`config.mk`:
```
export PLATFORM = sky130hd
export DESIGN_NAME = avmm_rom_responder
export DESIGN_NICKNAME = d
export VERILOG_FILES = /design/src/rtl/avmm_rom_responder.sv
export SDC_FILE = /design/constraint.sdc
export NUM_CORES = 1
export LEC_CHECK = 0
export ABC_AREA = 1
export CAP_MARGIN = 40
export CORE_ASPECT_RATIO = 0.6
export CORE_MARGIN = 4
export CORE_UTILIZATION = 38
export DETAILED_ROUTE_END_ITERATION = 12
export PLACE_DENSITY = 0.81
export SYNTH_ARGS = -nofsm -noshare
export SYNTH_HDL_FRONTEND = slang
export SYNTH_SLANG_ARGS = --single-unit
```
`constraint.sdc`:
```
create_clock -name clk -period 1.7 [get_ports clk]
set_clock_uncertainty 0.1 [all_clocks]
set_input_delay 0.51 -clock clk [delete_from_list [all_inputs] [get_ports clk]]
set_output_delay 0.51 -clock clk [all_outputs]
set_load 0.01 [all_outputs]
```
`src/rtl/avmm_rom_responder.sv`:
```
// Avalon-MM read-only responder serving 64-bit lines from an internal ROM.
// Each command is held off for WAIT_CYCLES cycles, then accepted when fewer
// than MAX_PEND reads are in flight (or one retires in the same cycle).
// Data returns LATENCY cycles after the accept cycle, strictly in order.
// ROM image is built in: line k holds {8{k[7:0]}}; lines past DEPTH read 0.
module avmm_rom_responder #(
    parameter int DEPTH       = 9,
    parameter int LATENCY     = 2,
    parameter int WAIT_CYCLES = 1,
    parameter int MAX_PEND    = 2
) (
    input  logic        clk,
    input  logic        reset_n,
    input  logic [31:0] address,
    input  logic        read,
    output logic        waitrequest,
    output logic [63:0] readdata,
    output logic        readdatavalid,
    output logic [15:0] reads_served,
    output logic        oob_err
);

    localparam int IDX_W  = (DEPTH > 1) ? $clog2(DEPTH) : 1;
    localparam int ROM_N  = 1 << IDX_W;
    localparam int CNT_W  = (WAIT_CYCLES > 1) ? $clog2(WAIT_CYCLES) : 1;
    localparam int PEND_W = $clog2(MAX_PEND + 1);
    localparam logic [CNT_W-1:0]  CNT_LOAD = CNT_W'((WAIT_CYCLES > 0) ? WAIT_CYCLES - 1 : 0);
    localparam logic [PEND_W-1:0] PEND_MAX = PEND_W'(MAX_PEND);

    typedef enum logic {IDLE, STALL} state_t;

    state_t             state_reg, state_next;
    logic [CNT_W-1:0]   cnt_reg, cnt_next;
    logic [PEND_W-1:0]  pend_reg;
    logic               stall_done;
    logic               room;
    logic               accept;
    logic               addr_oob;
    logic [63:0]        rom_word;
    logic [63:0]        rom [ROM_N];
    logic [LATENCY-1:0] vld_reg;
    logic [63:0]        dat_reg [LATENCY];

    // ROM contents; power-of-two padding keeps the index in range for any address slice
    genvar gi;
    generate
        for (gi = 0; gi < ROM_N; gi++) begin : g_rom
            if (gi < DEPTH) begin : g_line
                assign rom[gi] = {8{8'(gi)}};
            end else begin : g_pad
                assign rom[gi] = 64'h0;
            end
        end
    endgenerate

    // Out-of-range lines read as zero; the full 32-bit address is compared
    assign addr_oob = (address >= 32'(DEPTH));
    assign rom_word = addr_oob ? 64'h0 : rom[address[IDX_W-1:0]];

    // A retiring read frees its slot in the same cycle, so a full pipe can still stream
    assign room        = (pend_reg < PEND_MAX) | readdatavalid;
    assign accept      = read & stall_done & room;
    assign waitrequest = ~accept;

    // Stall FSM state register
    always_ff @(posedge clk or negedge reset_n) begin
        if (!reset_n) begin
            state_reg <= IDLE;
            cnt_reg   <= '0;
        end else begin
            state_reg <= state_next;
            cnt_reg   <= cnt_next;
        end
    end

    // Stall FSM next state: count down the wait, then hold stall_done until accepted
    always_comb begin
        state_next = state_reg;
        cnt_next   = cnt_reg;
        stall_done = 1'b0;
        case (state_reg)
            IDLE: begin
                if (read) begin
                    if (WAIT_CYCLES == 0) begin
                        stall_done = 1'b1;
                    end else begin
                        state_next = STALL;
                        cnt_next   = CNT_LOAD;
                    end
                end
            end
            STALL: begin
                if (!read) begin
                    state_next = IDLE;
                end else if (cnt_reg != '0) begin
                    cnt_next = cnt_reg - 1'b1;
                end else begin
                    stall_done = 1'b1;
                    if (room) begin
                        state_next = IDLE;
                    end
                end
            end
            default: state_next = IDLE;
        endcase
    end

    // Read pipeline: valid shifts every cycle, data only moves with a valid so readdata holds
    always_ff @(posedge clk or negedge reset_n) begin
        if (!reset_n) begin
            vld_reg <= '0;
            for (int i = 0; i < LATENCY; i++) begin
                dat_reg[i] <= 64'h0;
            end
        end else begin
            vld_reg[0] <= accept;
            if (accept) begin
                dat_reg[0] <= rom_word;
            end
            for (int i = 1; i < LATENCY; i++) begin
                vld_reg[i] <= vld_reg[i-1];
                if (vld_reg[i-1]) begin
                    dat_reg[i] <= dat_reg[i-1];
                end
            end
        end
    end

    assign readdatavalid = vld_reg[LATENCY-1];
    assign readdata      = dat_reg[LATENCY-1];

    // Outstanding count, served counter and sticky out-of-range flag
    always_ff @(posedge clk or negedge reset_n) begin
        if (!reset_n) begin
            pend_reg     <= '0;
            reads_served <= '0;
            oob_err      <= 1'b0;
        end else begin
            case ({accept, readdatavalid})
                2'b10:   pend_reg <= pend_reg + 1'b1;
                2'b01:   pend_reg <= pend_reg - 1'b1;
                default: pend_reg <= pend_reg;
            endcase
            if (readdatavalid) begin
                reads_served <= reads_served + 16'd1;
            end
            if (accept && addr_oob) begin
                oob_err <= 1'b1;
            end
        end
    end

endmodule

```
-- Yosys cells after proc, flatten, opt, wreduce, memory -nomap -nowiden
Memory sizes are Yosys's and may differ from the RTL's.
Index checks and enable logic that the tools add are counted.
- add/sub/neg operators: 4
- $mul: 0
- divide/modulo/power cells: 0
- order comparisons: 3
- equal/unequal tests: 4
- shift-type cells: 0
- mux-type cells: 16
- bitwise gates (word level): 6
- reductions and logical operators: 3
- operators with widths (cell ; number):
    $mux 64 ; 3
    $ge 32x4->1 const B ; 1
    $add 16x1->16 const B ; 1
    $mux 1 ; 10
    $ge 5x5->1 const B ; 1
    $not 4->5 ; 1
    $ne 2x2->1 const B ; 2
    $pmux 1 s2 ; 2
    $pmux 2 s2 ; 1
    $add 2x1->2 const B ; 1
    $and 1x1->1 ; 2
    $eq 2x1->1 const B ; 1
    $eq 2x2->1 const B ; 1
    $lt 2x2->1 const B ; 1
    $not 1->1 ; 2
    $reduce_and 2->1 ; 1
    $reduce_bool 2->1 ; 1
    $sub 2x1->2 const B ; 1
    $logic_and 1x1->1 ; 1
    $or 1x1->1 ; 1
    $sub 1x1->1 const B ; 1
- flip-flop bits (word level): 151
- bits in latches: 0
- memory bits (writable): 0
- ROM bits: 1024
- input bits: 35
- output and inout bits: 83
- word-level logic and storage cells: 45
- memories: 1
- memory list (name ; depth ; width ; read ports ; clocked after Yosys merged registers in ; write ports ; RTL line ; source):
    (no name shown) ; 16 ; 64 ; 1 ; 0 ; 0 ; 58 ; assign rom_word = addr_oob ? 64'h0 : rom[address[IDX_W-1:0]];

-- Longest topological paths before layout
- depth in word-level cells: 7
- mapped depth: 9
- depth with buffers taken out: 8

-- Worst setup path before layout
OpenSTA, ideal clock, no wires.
- path type: reg-to-reg
- start point: register vld_reg[1]
- end point: register pend_reg[1]
- arrival time: 1460 ps
- data required time: 1476 ps
- path slack: 16 ps
- stages on the path, launching flop included: 9
- buffers on the path: 1
- cells stage by stage: dfrtp_1 > buf_6 > inv_2 > nand2_1 > nand3_4 > ha_1 > a21oi_1 > o21ai_0 > xnor2_1
- word-level cells in the longest chain between the ends: 4
- elaborated cells between the ends (all ways): 6
- RTL lines (what ; RTL line ; source):
    from (decl) ; 41 ; logic [LATENCY-1:0] vld_reg;
    from (signal, indexed assignment) ; 121 ; vld_reg[i] <= vld_reg[i-1];
    $or 1x1->1 ; 61 ; assign room = (pend_reg < PEND_MAX) | readdatavalid;
    $and 1x1->1 ; 62 ; assign accept = read & stall_done & room;
    $eq 2x1->1 or $eq 2x2->1 (tied branches) ; 139 ; case ({accept, readdatavalid})
    $pmux 2 s2 or $reduce_bool 2->1 (tied branches) ; - ;
    to (signal assigned) ; 140 ; 2'b10: pend_reg <= pend_reg + 1'b1;
    to (signal assigned) ; 141 ; 2'b01: pend_reg <= pend_reg - 1'b1;
    to (signal assigned) ; 142 ; default: pend_reg <= pend_reg;
    to (decl) ; 34 ; logic [PEND_W-1:0] pend_reg;
Several ways; a longest one is shown, not always the timed one.
A chain may end at the register's enable or synchronous reset.

==> summary.md <==
| Metric | Value |
|---|---|
| Leakage power | 1.57 nW |
| Core box area | 5050 um^2 |
| Wire per inst | 11.4 um |
| H-tree depth | 2 |
| RR Endpoint | pend_reg[1] |
| Met2 routed WL | 2050 um |
| Final setup TNS | -0.00777 ns |
| Setup WS post-layout | -0.00288 ns |
| Element type at the critical path end | output pin |
| Number of flip-flops in the largest register | 16 |
| Synth top area cells | dfrtp_1 38%, buf_4 24%, nand2_1 6.1% |
| Vias | 1,510 |
| Drc violations | 0 |
| Pre-CTS WS | -0.540 ns |
| Hold Path Sink | oob_err |
| Initial core utilization | 39.1% |
| Min Tclk post-route | 1.70 ns |
| Tcrit/Tclk final | 100% |
| Syn avg cell area | 8.74 um^2 |
| Number of max-cap violations | 0 |
| Hold path depth | 2 |
| RR Startpoint | vld_reg[1] |
| Die area | 6450 um^2 |
| Top_reg_cell synth | dfrtp_1 |
| Routability congestion estimate | 0.787 |
| DP Wirelength | 3430 um |
| Slew Limit Fails | 0 |
| CP Launch Point | readdata[58] |
| Status | finished, violations left |
| Peak Freq | 587 MHz |
| Share of cells above drive strength 1 | 16.8% |
| Top routing layer used | met4 |
| Initial antenna violation count | 0 |
| Largest net degree at the start of global routing | 31 |
| First-pass detailed-route iteration total | 4 |
| First-pass GRT wire length | 6630 um |
| Yosys warnings | 0 |
| Setup CP Type | flop to output pin |
| Multi-input gate area | 769 um^2 |
| Via density | 4.08 |
| Placed insts | 358 |
| FF/Latch Area | 756 um^2 |
| Mapped Cells | 226 |
| Root Driver | clkbuf_8 |
| Clock power share | 32.0% |
| Hold Buf Count CTS | 0 |
| WP data arrival | 1.09 ns |
| Clock transition at path regs | 0.06 ns |
| Port Buf Inserts | 85 |
| Flop-to-flop setup slack | 0.14 ns |
| CTS Buf Count | 5 |
| Pwr Density | 764 nW/um^2 |
| Final non-filler cell total | 370 |
| Most area-hungry cell type in the Yosys netlist | dfrtp_1 |
| Worst path required time | 1.09 ns |
| Row count | 20 |
| Ports | 118 |
| Vias in the first global route | 1,390 |
| Detail Route Antenna Nets | 0 |
| Post-synth top area share | 38.0% |
| Final setup violating endpoints | 5 |
| Flop and latch count out of synthesis | 30 |
| Share of flip-flops with an asynchronous set or reset | 100% |
| Clk sink count | 30 |
| Sw frac | 28.9% |
| Mapped cell area | 1980 um^2 |
| Grt ovf | 0 |
| R2R depth | 8 |
| Synth unique cells | 26 |
| Antenna cells | 0 |
| Initial DRC count | 34 |
| Area growth syn-to-layout | 39.0% |
| Clock Path Buffers | 2 |
| Max VDD drop | 0.331 mV |
| CTS tree | yes |
| EDFF count, synth | 0 |
| Die H | 63.9 um |
| Sw Pwr | 0.606 mW |
| Highest net fanout along the worst path | 6 |
| Sequential fraction of the synthesis area | 38.0% |
| Cell Int Power | 1.49 mW |
| Startpoint Class | flop |
| Die X | 101 um |
| Hold Vio Cnt, Final | 0 |
| Worst hold start | oob_err |
| WL final | 4200 um |
| Hold crit path type | flop to flop |
| Hold WS | 0.354 ns |
| RSZ-0062 raised after global routing | true |
| Failing checks | negative setup slack |
| Part of the power in registers | 42.1% |
| Layout filler cell count | 468 |
| Worst skew pair latency | 0.28 ns |
| Gate power share | 25.9% |
| Routed met1 length | 1750 um |
| DR WL met3 | 352 um |
| Final nets | 340 |
| Total GRT Usage | 13.1% |
## metrics by stage
stage	util, %	area, um^2	power, mW
finish	54.3	2750	2.10
global route	54.3	2750	2.22
CTS	54.2	2740	2.11
detailed placement	52.6	2660	1.46
global placement	52.6	2660	1.44
floorplan	-	2090	1.19
## routing by layer
| metal | track usage, % | up-vias |
|---|---|---|
| li1 | - | 763 |
| met2 | 21.4 | 57 |
| met4 | 5.14 | 0 |
| met1 | 16.4 | 685 |
| met5 | 0 | - |
| met3 | 3.49 | 5 |
## timing repair
| action | in CTS | in global routing |
|---|---|---|
| setup endpoints to repair | 53 | 7 |
| gates resized for setup | 69 | 8 |
| setup buffers | 3 | 2 |
## layout by cell type, fill, tap and decap left out, drive strengths merged, types with 8 or more instances in the layout
cell type / n
dfrtp: 30
inv: 23
clkbuf: 8
buf: 22
nand3: 11
conb: 32
nor2: 19
dlygate4sd2: 44
clkdlybuf4s50: 33
xor2: 11
nor3: 9
nand2: 35
## area by class of cell
cell class	count	area share (%)
Timing Repair Buffer	104	34.3
Multi-Input combinational cell	139	28.0
Sequential cell	30	27.5
Clock buffer	8	4.01
Inverter	23	3.14
Tap cell	66	3.01
## synthesized netlist by cell type, types with 2 or more instances
cell / instances
inv_1: 22
nand2_1: 32
buf_4: 64
and2_1: 3
xor2_1: 11
mux2_2: 4
xnor2_1: 4
nor2_1: 17
nand4_1: 6
ha_1: 2
nand3_1: 9
nand2_2: 2
nor3_1: 8
dfrtp_1: 30
## worst max-delay path, cell delays in order, from the launching register on
cell and delay [ns]:
dfrtp_2 0.39, buf_4 0.14, dlygate4sd2_1 0.28
## power by group through the flow
stage	Combinational [mW]	Sequential, mW	Clock (mW)
3_3_place_gp	0.551	0.886	0
2_1_floorplan	0.276	0.911	0
6_report	0.543	0.883	0.672
3_5_place_dp	0.565	0.893	0
4_1_cts	0.535	0.881	0.693
5_1_grt	0.595	0.896	0.724
## worst max-delay path by stage
stage	depth (start not counted)	slack [ns]	end
2_1_floorplan	8	0.02	pend_reg[1]
3_3_place_gp	3	-0.53	waitrequest
3_5_place_dp	3	-0.54	waitrequest
4_1_cts	2	-0.06	readdata[18]
5_1_grt	2	-0.04	readdata[26]
6_report	2	-0.003	readdata[2]
## cell families after synthesis
logic type,Yosys count,share of synthesized area [%]
muxes,4,2.28
buffers and inverters,88,29.3
xor gates and xnor gates,15,6.65
DFF,30,38.0
and+or+nand+nor,83,21.5
AOI/OAI and AO/OA,3,0.886
other,1,0.190
adders and majority gates,2,1.27
(Power assumes the default switching activity.)
